### src/rtl/reset_seq_pkg.sv
`default_nettype none
// ============================================================================
// Module      : reset_seq_pkg
// Description : Shared types, default constants and helpers for the staged
//               reset sequencer (state encoding, counter sizing).
// Revision    : 1.0 - initial release
// ============================================================================
package reset_seq_pkg;

   localparam int DEF_NUM_DOMAINS  = 4;
   localparam int DEF_STAGE_DLY    = 16;
   localparam int DEF_LOCK_FILTER  = 8;
   localparam int DEF_SW_RST_MIN   = 32;
   localparam int DEF_LOCK_TIMEOUT = 65535;

   typedef enum logic [2:0] {
      WAIT_INIT = 3'd0,
      WAIT_LOCK = 3'd1,
      RELEASE   = 3'd2,
      RUN       = 3'd3,
      SW_HOLD   = 3'd4,
      SW_ACK    = 3'd5
   } state_e;

   // Width of a counter able to hold the largest of three terminal values.
   function automatic int cnt_width(input int a, input int b, input int c);
      int m;
      m = a;
      if (b > m) m = b;
      if (c > m) m = c;
      return $clog2(m + 1);
   endfunction

endpackage
`default_nettype wire

### src/rtl/reset_sequencer_lock_filter.sv
`default_nettype none
// ============================================================================
// Module      : lock_filter
// Description : 2-FF synchronizer followed by a saturating run-length filter.
//               lock_ok_o is high once FILTER_LEN consecutive synchronized
//               high samples have been seen and drops on the first low one.
// Revision    : 1.0 - initial release
// ============================================================================
module lock_filter
   import reset_seq_pkg::*;
#(
   parameter int FILTER_LEN = DEF_LOCK_FILTER
) (
   input  logic clk_i,
   input  logic rst_ni,
   input  logic async_i,
   output logic lock_ok_o
);

   localparam int CW = cnt_width(FILTER_LEN, 1, 1);

   logic          sync1_q;
   logic          sync2_q;
   logic [CW-1:0] cnt_q;
   logic [CW-1:0] cnt_d;

   // Bring the asynchronous lock indication into the clock domain.
   always_ff @(posedge clk_i or negedge rst_ni) begin
      if (!rst_ni) begin
         sync1_q <= 1'b0;
         sync2_q <= 1'b0;
      end else begin
         sync1_q <= async_i;
         sync2_q <= sync1_q;
      end
   end

   // Count consecutive high samples, saturating at FILTER_LEN; any low clears.
   always_comb begin
      cnt_d = cnt_q;
      if (!sync2_q) begin
         cnt_d = '0;
      end else if (cnt_q != CW'(FILTER_LEN)) begin
         cnt_d = cnt_q + CW'(1);
      end
   end

   // Run-length counter register.
   always_ff @(posedge clk_i or negedge rst_ni) begin
      if (!rst_ni) begin
         cnt_q <= '0;
      end else begin
         cnt_q <= cnt_d;
      end
   end

   // Gating with the live sample makes lock loss visible without extra delay.
   assign lock_ok_o = sync2_q && (cnt_q == CW'(FILTER_LEN));

endmodule
`default_nettype wire

### src/rtl/reset_sequencer.sv
`default_nettype none
// ============================================================================
// Module      : reset_sequencer
// Description : Staged multi-domain reset controller. Releases domains in
//               ascending order with STAGE_DLY spacing once init is done and
//               PLL lock is trusted, re-asserts everything on lock loss and
//               services per-domain soft resets over a four-phase REQ/ACK.
//               Optional macro RESET_SEQ_LOCK_TIMEOUT_EN adds a sticky
//               LOCK_TIMEOUT_ERR flag for an over-long wait for lock.
// Revision    : 1.0 - initial release
// ============================================================================
module reset_sequencer
   import reset_seq_pkg::*;
#(
   parameter int NUM_DOMAINS = DEF_NUM_DOMAINS,
   parameter int STAGE_DLY   = DEF_STAGE_DLY,
   parameter int LOCK_FILTER = DEF_LOCK_FILTER,
   parameter int SW_RST_MIN  = DEF_SW_RST_MIN
`ifdef RESET_SEQ_LOCK_TIMEOUT_EN
   ,
   parameter int LOCK_TIMEOUT = DEF_LOCK_TIMEOUT
`endif
) (
   input  logic                   CLK,
   input  logic                   EXT_RST_N,
   input  logic                   INIT_DONE,
   input  logic                   PLL_LOCK,
   input  logic [NUM_DOMAINS-1:0] SW_RST_REQ,
   output logic [NUM_DOMAINS-1:0] SW_RST_ACK,
   output logic [NUM_DOMAINS-1:0] DOMAIN_RESET_N,
   output logic                   ALL_READY
`ifdef RESET_SEQ_LOCK_TIMEOUT_EN
   ,
   output logic                   LOCK_TIMEOUT_ERR
`endif
);

   localparam int CNT_W = cnt_width(STAGE_DLY, SW_RST_MIN, LOCK_FILTER);
   localparam int IDX_W = (NUM_DOMAINS > 1) ? $clog2(NUM_DOMAINS) : 1;

   state_e                 state_q, state_d;
   logic [CNT_W-1:0]       cnt_q, cnt_d;
   logic [IDX_W-1:0]       idx_q, idx_d;
   logic [NUM_DOMAINS-1:0] dom_q, dom_d;
   logic [NUM_DOMAINS-1:0] ack_q, ack_d;
   logic                   ready_q, ready_d;
   logic                   init_sync1_q, init_sync2_q;
   logic                   lock_ok;
   logic                   lock_lost;
   logic [IDX_W-1:0]       req_idx;
   logic [NUM_DOMAINS-1:0] keep_mask;

   lock_filter #(
      .FILTER_LEN (LOCK_FILTER)
   ) u_lock_filter (
      .clk_i     (CLK),
      .rst_ni    (EXT_RST_N),
      .async_i   (PLL_LOCK),
      .lock_ok_o (lock_ok)
   );

   // Plain two-flop synchronizer for the init-complete status.
   always_ff @(posedge CLK or negedge EXT_RST_N) begin
      if (!EXT_RST_N) begin
         init_sync1_q <= 1'b0;
         init_sync2_q <= 1'b0;
      end else begin
         init_sync1_q <= INIT_DONE;
         init_sync2_q <= init_sync1_q;
      end
   end

   // Lowest pending request wins; keep_mask preserves the domains below it.
   always_comb begin
      req_idx = '0;
      for (int i = NUM_DOMAINS - 1; i >= 0; i--) begin
         if (SW_RST_REQ[i]) req_idx = IDX_W'(i);
      end
      keep_mask = '0;
      for (int i = 0; i < NUM_DOMAINS; i++) begin
         keep_mask[i] = (i < int'(req_idx));
      end
   end

   // Lock only matters once domains have started coming out of reset.
   assign lock_lost = !lock_ok &&
                      ((state_q == RELEASE) || (state_q == RUN) ||
                       (state_q == SW_HOLD) || (state_q == SW_ACK));

   // Next-state and output logic for the sequencing FSM.
   always_comb begin
      state_d = state_q;
      cnt_d   = cnt_q;
      idx_d   = idx_q;
      dom_d   = dom_q;
      ack_d   = ack_q;
      ready_d = ready_q;
      if (lock_lost) begin
         state_d = WAIT_LOCK;
         cnt_d   = '0;
         idx_d   = '0;
         dom_d   = '0;
         ack_d   = '0;
         ready_d = 1'b0;
      end else begin
         case (state_q)
            WAIT_INIT: begin
               if (init_sync2_q) state_d = WAIT_LOCK;
            end
            WAIT_LOCK: begin
               if (lock_ok) begin
                  state_d = RELEASE;
                  idx_d   = '0;
                  cnt_d   = '0;
               end
            end
            RELEASE: begin
               if (cnt_q == CNT_W'(STAGE_DLY - 1)) begin
                  dom_d[idx_q] = 1'b1;
                  cnt_d        = '0;
                  if (idx_q == IDX_W'(NUM_DOMAINS - 1)) begin
                     state_d = RUN;
                     ready_d = 1'b1;
                  end else begin
                     idx_d = idx_q + IDX_W'(1);
                  end
               end else begin
                  cnt_d = cnt_q + CNT_W'(1);
               end
            end
            RUN: begin
               if (|SW_RST_REQ) begin
                  idx_d   = req_idx;
                  dom_d   = dom_q & keep_mask;
                  ready_d = 1'b0;
                  cnt_d   = '0;
                  state_d = SW_HOLD;
               end
            end
            SW_HOLD: begin
               if (cnt_q == CNT_W'(SW_RST_MIN - 1)) begin
                  ack_d[idx_q] = 1'b1;
                  cnt_d        = '0;
                  state_d      = SW_ACK;
               end else begin
                  cnt_d = cnt_q + CNT_W'(1);
               end
            end
            SW_ACK: begin
               // Re-release restarts at the serviced domain, keeping idx_q.
               if (!SW_RST_REQ[idx_q]) begin
                  ack_d[idx_q] = 1'b0;
                  cnt_d        = '0;
                  state_d      = RELEASE;
               end
            end
            default: begin
               state_d = WAIT_INIT;
            end
         endcase
      end
   end

   // FSM, counter and output registers.
   always_ff @(posedge CLK or negedge EXT_RST_N) begin
      if (!EXT_RST_N) begin
         state_q <= WAIT_INIT;
         cnt_q   <= '0;
         idx_q   <= '0;
         dom_q   <= '0;
         ack_q   <= '0;
         ready_q <= 1'b0;
      end else begin
         state_q <= state_d;
         cnt_q   <= cnt_d;
         idx_q   <= idx_d;
         dom_q   <= dom_d;
         ack_q   <= ack_d;
         ready_q <= ready_d;
      end
   end

   assign DOMAIN_RESET_N = dom_q;
   assign SW_RST_ACK     = ack_q;
   assign ALL_READY      = ready_q;

`ifdef RESET_SEQ_LOCK_TIMEOUT_EN
   localparam int TO_W = $clog2(LOCK_TIMEOUT + 1);

   logic [TO_W-1:0] tmo_cnt_q, tmo_cnt_d;
   logic            tmo_err_q, tmo_err_d;

   // Count only while waiting for lock; the error flag is sticky.
   always_comb begin
      tmo_cnt_d = '0;
      if (state_q == WAIT_LOCK) begin
         if (tmo_cnt_q != TO_W'(LOCK_TIMEOUT)) begin
            tmo_cnt_d = tmo_cnt_q + TO_W'(1);
         end else begin
            tmo_cnt_d = tmo_cnt_q;
         end
      end
      tmo_err_d = tmo_err_q || (tmo_cnt_d == TO_W'(LOCK_TIMEOUT));
   end

   // Timeout counter and flag registers.
   always_ff @(posedge CLK or negedge EXT_RST_N) begin
      if (!EXT_RST_N) begin
         tmo_cnt_q <= '0;
         tmo_err_q <= 1'b0;
      end else begin
         tmo_cnt_q <= tmo_cnt_d;
         tmo_err_q <= tmo_err_d;
      end
   end

   assign LOCK_TIMEOUT_ERR = tmo_err_q;
`endif

endmodule
`default_nettype wire
### config.mk
export PLATFORM = sky130hd
export DESIGN_NAME = reset_sequencer
export DESIGN_NICKNAME = d
export VERILOG_FILES = /design/src/rtl/reset_seq_pkg.sv /design/src/rtl/reset_sequencer_lock_filter.sv /design/src/rtl/reset_sequencer.sv
export SDC_FILE = /design/constraint.sdc
export NUM_CORES = 1
export LEC_CHECK = 0
export CELL_PAD_IN_SITES_DETAIL_PLACEMENT = 1
export CELL_PAD_IN_SITES_GLOBAL_PLACEMENT = 2
export CORE_MARGIN = 5
export CORE_UTILIZATION = 30
export CTS_CLUSTER_SIZE = 8
export DETAILED_ROUTE_END_ITERATION = 6
export HOLD_SLACK_MARGIN = 0.05
export PLACE_DENSITY_LB_ADDON = 0.3
export SYNTH_ARGS = -nofsm -noshare
export SYNTH_HDL_FRONTEND = slang
export SYNTH_SLANG_ARGS = --single-unit
### constraint.sdc
create_clock -name CLK -period 3.7 [get_ports CLK]
set_input_delay 0.555 -clock CLK [delete_from_list [all_inputs] [get_ports CLK]]
set_output_delay 0.555 -clock CLK [all_outputs]
set_load 0.03 [all_outputs]
==> results of run 1 <==
[placed cells by master, fill, tap and decap left out, drive strengths merged, types with 2 or more instances in the layout]
master	n
dfrtp	28
o21ai	26
nand2	22
clkdlybuf4s50	16
nor2	14
a21oi	11
inv	7
ha	7
nand3	6
or3	5
xnor2	4
nor2b	3
o21a	3
clkbuf	3
a31oi	3
nand2b	2
o221ai	2
a32o	2
o41ai	2
a211o	2
nor3	2
a32oi	2
mux2i	2
bufinv	2
nand4b	2
[per-stage QoR]
| step | utilization | area [µm²] | power, µW | hold WS [ps] | setup slack (ps) |
|---|---|---|---|---|---|
| 6_report | 0.359 | 1990 | 1050 | 359 | 1300 |
| 4_1_cts | 0.359 | 1990 | 1060 | 362 | 1300 |
| 3_5_place_dp | 0.346 | 1920 | 804 | 336 | 1100 |
| 5_1_grt | 0.359 | 1990 | 1120 | 369 | 1140 |
| 2_1_floorplan | - | 1730 | 696 | 259 | 1710 |
| 3_3_place_gp | 0.346 | 1920 | 796 | 340 | 1160 |
[logic make-up after synthesis]
group           share of synthesized area
fa+ha+maj                          0.0506
compound gates                      0.236
flops                               0.405
buf+inv                            0.0665
xor+xnor                           0.0202
mux                                0.0333
simple gates                        0.188
[critical path, cell delays in order (launching register included)]
cell	delay [ps]
dfrtp_1	440
inv_1	80
ha_1	170
and4b_1	580
nand2_1	200
a211oi_1	410
a311oi_4	80
mux2_4	330
[area by class of cell]
cell class / count / area (µm²) / area share
clock inverters: 1 / 30.0 / 0.0151
clock buffers: 3 / 41.3 / 0.0208
repair buffers: 17 / 168 / 0.0843
well taps: 72 / 90.1 / 0.0453
inverters: 8 / 43.8 / 0.0220
flip-flops and latches: 28 / 701 / 0.352
multi-input cells: 138 / 915 / 0.460
[per-layer routing]
| layer | vias up | global-route usage | share of wire |
|---|---|---|---|
| li1 | 684 | - | - |
| met1 | 700 | 0.169 | 0.49 |
| met2 | 20 | 0.196 | 0.46 |
| met3 | 4 | 0.0298 | 0.028 |
| met4 | 0 | 0.0288 | 0.012 |
| met5 | - | 0 | 0 |
[power by group through the flow]
stage | logic [µW] | clock network [µW] | registers, µW
floorplan | 312 | 0 | 384
global placement | 394 | 0 | 402
detailed placement | 401 | 0 | 403
CTS | 405 | 256 | 396
global route | 445 | 268 | 406
finish | 401 | 248 | 397
[sequential cells by signal, indices dropped and copies added (netlist names)]
signal	flops
ALL_READY	1
DOMAIN_RESET_N	4
SW_RST_ACK	4
cnt_q	6
idx_q	2
init_sync1_q	1
init_sync2_q	1
state_q	3
u_lock_filter.cnt_q	4
u_lock_filter.sync1_q	1
u_lock_filter.sync2_q	1
[worst paths after layout]
kind / end / cells past startpoint / slack (ps) / from
max: state_q[1] / 7 / 1300 / u_lock_filter.cnt_q[0]
min: u_lock_filter.sync2_q / 0 / 360 / u_lock_filter.sync1_q
max reg2reg: state_q[1] / 7 / 1300 / u_lock_filter.cnt_q[0]
min reg2reg: u_lock_filter.sync2_q / 0 / 360 / u_lock_filter.sync1_q
max in group asynchronous: SW_RST_ACK[2] / 2 / 2770 / EXT_RST_N
min in group asynchronous: u_lock_filter.cnt_q[0] / 2 / 650 / EXT_RST_N
==> flow_summary.json, run 1 <==
{
  "p_int_uw": 646,
  "die_y_um": 85.9,
  "ys_ff_latch": 28,
  "cts_buffers": 3,
  "grt_overflow": 0,
  "syn_to_final_growth_pct": 14.9,
  "start_util": 0.312,
  "num_rows": 27,
  "timing.setup.critical_path_class": "flop to flop",
  "yosys.cell_count.top_type": "dfrtp_1",
  "post_cts.repair.setup_buffers": 0,
  "dp.cells": 263,
  "comb_power_share": 0.384,
  "yosysSeqAreaShare": 0.405,
  "synth_top_cell_by_area": "dfrtp_1",
  "setup-tns-final_ps": 0,
  "async_reset_ff_frac": 1.00,
  "dieWidth_um": 85.9,
  "clkSlewWorstSetupHoldPaths_ps": 110,
  "yosysTopAreaCellShare": 0.405,
  "ys_warn_count": 0,
  "wl_per_cell_um": 16.3,
  "grt_pass1_wl_um": 7450,
  "clockRootBuffer": "clkbuf_8",
  "max_slew_margin": 0.486,
  "grt_max_degree": 29,
  "dr.pass1.iters": 4,
  "cts_tree": "built",
  "netSwitchingPower_uw": 399,
  "seq_power_share": 0.379,
  "antenna_found_initial": 0,
  "start_kind": "flop",
  "drt-vias-per-instance": 5.27,
  "die_area_mm2": 0.00739,
  "netlist_instances": 181,
  "fmax_mhz": 417,
  "ios": 17,
  "max-clock-path-buffers": 2,
  "period_share": 0.648,
  "drc": 0,
  "drv_slew": 0,
  "netlist_top_cells_area": "dfrtp_1 (40%), ha_1 (5.1%), nand2_1 (4.8%)",
  "hold_buffers": 0,
  "grt_use_total": 0.124,
  "finalClockSkew_ps": 9.45,
  "rsz0062_at_grt": "no",
  "switching_share": 0.382,
  "synth_nets": 196,
  "ys.flop_type": "dfrtp_1",
  "core_area_mm2": 0.00554,
  "end_kind": "flop",
  "drive_gt1_frac": 0.0769,
  "hold_violations": 0,
  "gp_congestion": 0.785,
  "min_period_ps": 2400,
  "leakagePower_uw": 0.000833,
  "drtIter0Drc": 74,
  "clk_latency_ps": 280,
  "fill_cells": 657,
  "synth_commonest_cells": "dfrtp_1 (28), nand2_1 (22), o21ai_0 (15)",
  "postSynthAreaPerCell_um2": 9.56,
  "clkPwrFrac": 0.237,
  "postRouteAntennaNets": 0,
  "worst_hold_path_type": "flop to flop",
  "critPathRequiredTime_ps": 3870,
  "vias": 1408,
  "cp.arrival_ps": 2570,
  "hpwl_um": 3330,
  "fin_cells": 267,
  "setup_viol": 0,
  "synth_edf_count": 0,
  "cts_sinks": 28,
  "antenna_cells": 0,
  "worst_pin_slew_ps": 772,
  "cts_resized": 0,
  "finalNetCount": 211,
  "synthDistinctLibCells": 50,
  "wl_um": 4360,
  "p_per_area_mw_per_mm2": 526,
  "worstPathMaxFanout": 14,
  "vdd_ir_drop_max_mv": 0.288,
  "outcome": "finished clean",
  "h-tree-depth": 1,
  "drv_cap": 0,
  "io_buffers": 16,
  "synth_area_mm2": 0.00173,
  "grt_pass1_vias": 1490
}
No activity file was read; power rests on OpenSTA's default activity.
==> run 2: changes to the inputs <==
==> constraint.sdc (replaced) <==
create_clock -name CLK -period 2.1 [get_ports CLK]
set_input_delay 0.315 -clock CLK [delete_from_list [all_inputs] [get_ports CLK]]
set_output_delay 0.315 -clock CLK [all_outputs]
set_load 0.03 [all_outputs]
==> run 2 against run 1 <==
  * Count of clock-buffer cells in the layout did not move
  * Flip-flop and latch count did not move
  * Critical path depth did not move
  * Maximum frequency rose by 20%
  * Register-to-register slack got worse by 1200 ps
  * Combinational power rose by 100%
  * Clock power rose by 18%
==> flow_summary.json, run 2 (synthesis results as in run 1) <==
{
  "period_share": 0.954,
  "worst_pin_slew_ps": 545,
  "r2r-start": "u_lock_filter.cnt_q[0]",
  "cpPeakStageDelay_ps": 420,
  "grt_use_total": 0.131,
  "setup_viol": 0,
  "dr.pass1.iters": 4,
  "hp-start": "u_lock_filter.sync1_q",
  "outcome": "finished clean",
  "finalClockSkew_ps": 9.87,
  "whs_ps": 362,
  "crit_family": "compound AO/OA/AOI/OAI gates",
  "finalNetCount": 227,
  "antenna_cells": 0,
  "gp_congestion": 0.872,
  "core_area_mm2": 0.00554,
  "die_y_um": 85.9,
  "final.setup.worst_slack_ps": 97.4,
  "design_area_mm2": 0.00209,
  "drive_gt1_frac": 0.152,
  "num_rows": 27,
  "fmax_mhz": 499,
  "hold_violations": 0,
  "clkSlewWorstSetupHoldPaths_ps": 100,
  "hold_buffers": 0,
  "critPathRequiredTime_ps": 2270,
  "crit_slowest_cell": "dfrtp_1",
  "start_util": 0.312,
  "layout_common_cells": "dfrtp_1 (28), nand2_1 (22), clkdlybuf4s50_1 (16), buf_4 (16), o21ai_0 (15)",
  "grt_overflow": 0,
  "regMostFlops": "cnt_q",
  "die_area_mm2": 0.00739,
  "wl_per_cell_um": 16.2,
  "max_slew_margin": 0.636,
  "dpl_cell_area_mm2": 0.00203,
  "cts_tree": "built",
  "final_common_cell": "dfrtp_1",
  "r2r_setup_slack_ps": 100,
  "vias": 1492,
  "clockRootBuffer": "clkbuf_8",
  "crit_chain": "inv_1 -> ha_1 -> and4b_2 -> nand2_1 -> a211oi_1 -> a311oi_4 -> mux2_4",
  "grt_pass1_vias": 1579,
  "cts_buffers": 3,
  "total_power_uw": 1770,
  "cp.arrival_ps": 2170,
  "reg2regPathDepth": 7,
  "dieWidth_um": 85.9,
  "syn_to_final_growth_pct": 21.0,
  "io_buffers": 16,
  "drc": 0,
  "drv_slew": 0,
  "worst-path-buf-inv": 1,
  "place_ws_ps": -162,
  "max-clock-path-buffers": 2,
  "holdPathEnd": "u_lock_filter.sync2_q",
  "start_kind": "flop",
  "grt_max_degree": 29,
  "antenna_found_initial": 0,
  "wl_um": 4580,
  "drt-vias-per-instance": 5.29,
  "h-tree-depth": 1,
  "worst_r2r_endpoint": "state_q[1]",
  "min_path_cells": 0,
  "postRouteAntennaNets": 0,
  "largest_register_ffs": 6,
  "ios": 17,
  "timing.setup.critical_path_class": "flop to flop",
  "p_per_area_mw_per_mm2": 845,
  "drv_cap": 0,
  "drtIter0Drc": 91,
  "cts_sinks": 28,
  "end_kind": "flop",
  "hpwl_um": 3530,
  "min_period_ps": 2000,
  "clk_latency_ps": 280,
  "worstPathMaxFanout": 5,
  "vdd_ir_drop_max_mv": 0.398,
  "grt_pass1_wl_um": 7800,
  "leakagePower_uw": 0.000914,
  "worst_hold_path_type": "flop to flop",
  "fill_cells": 656,
  "final_core_util": 0.378
}
==> run 2: worst max path at each step <==
stage,start,endpoint,slack [ps],cells after the start
after floorplan,u_lock_filter.cnt_q[0],state_q[1],150,8
after global placement,SW_RST_REQ[3],state_q[1],-120,7
after detailed placement,SW_RST_REQ[3],state_q[1],-160,6
after CTS,u_lock_filter.cnt_q[0],state_q[1],50,7
after global routing,u_lock_filter.cnt_q[0],state_q[1],-3,7
final,u_lock_filter.cnt_q[0],state_q[1],100,7
==> run 2: area by class of cell <==
type	count	area, µm²	area share
clock buffer	3	41.3	0.0197
sequential	28	701	0.335
timing repair buffer	33	292	0.139
inverter	8	43.8	0.0209
multi-input combinational	138	927	0.443
tap	72	90.1	0.0430
==> run 2: worst reg2reg max path, cell delays in order (launching register included) <==
cell and delay [ps]:
dfrtp_1 420, inv_1 80, ha_1 160, and4b_2 310, nand2_1 130, a211oi_1 410
a311oi_4 100, mux2_4 310
==> run 2: per-stage QoR <==
step	instances	TNS (ps)
after floorplan	181	0
after global placement	278	-838
after detailed placement	278	-871
after CTS	281	0
after global routing	282	-2.89
final	282	0
==> run 2: timing repair <==
| item | 4_1_cts | 5_1_grt |
|---|---|---|
| setup buffers | 0 | 1 |
| setup endpoints to repair | 0 | 12 |
| gates resized for setup | 0 | 4 |
==> run 2: metal layers <==
| metal | vias to the layer above | global-route usage | part of all wire |
|---|---|---|---|
| met3 | 5 | 0.0307 | 0.024 |
| li1 | 719 | - | - |
| met1 | 757 | 0.172 | 0.48 |
| met2 | 11 | 0.219 | 0.49 |
| met5 | - | 0 | 0 |
| met4 | 0 | 0.0302 | 0.0077 |
==> run 2: report_power, final <==
| group | total (µW) | switching (µW) | internal [µW] |
|---|---|---|---|
| clock network | 292 | 163 | 129 |
| logic | 801 | 448 | 353 |
| registers | 678 | 87.8 | 590 |
| total | 1770 | 699 | 1070 |
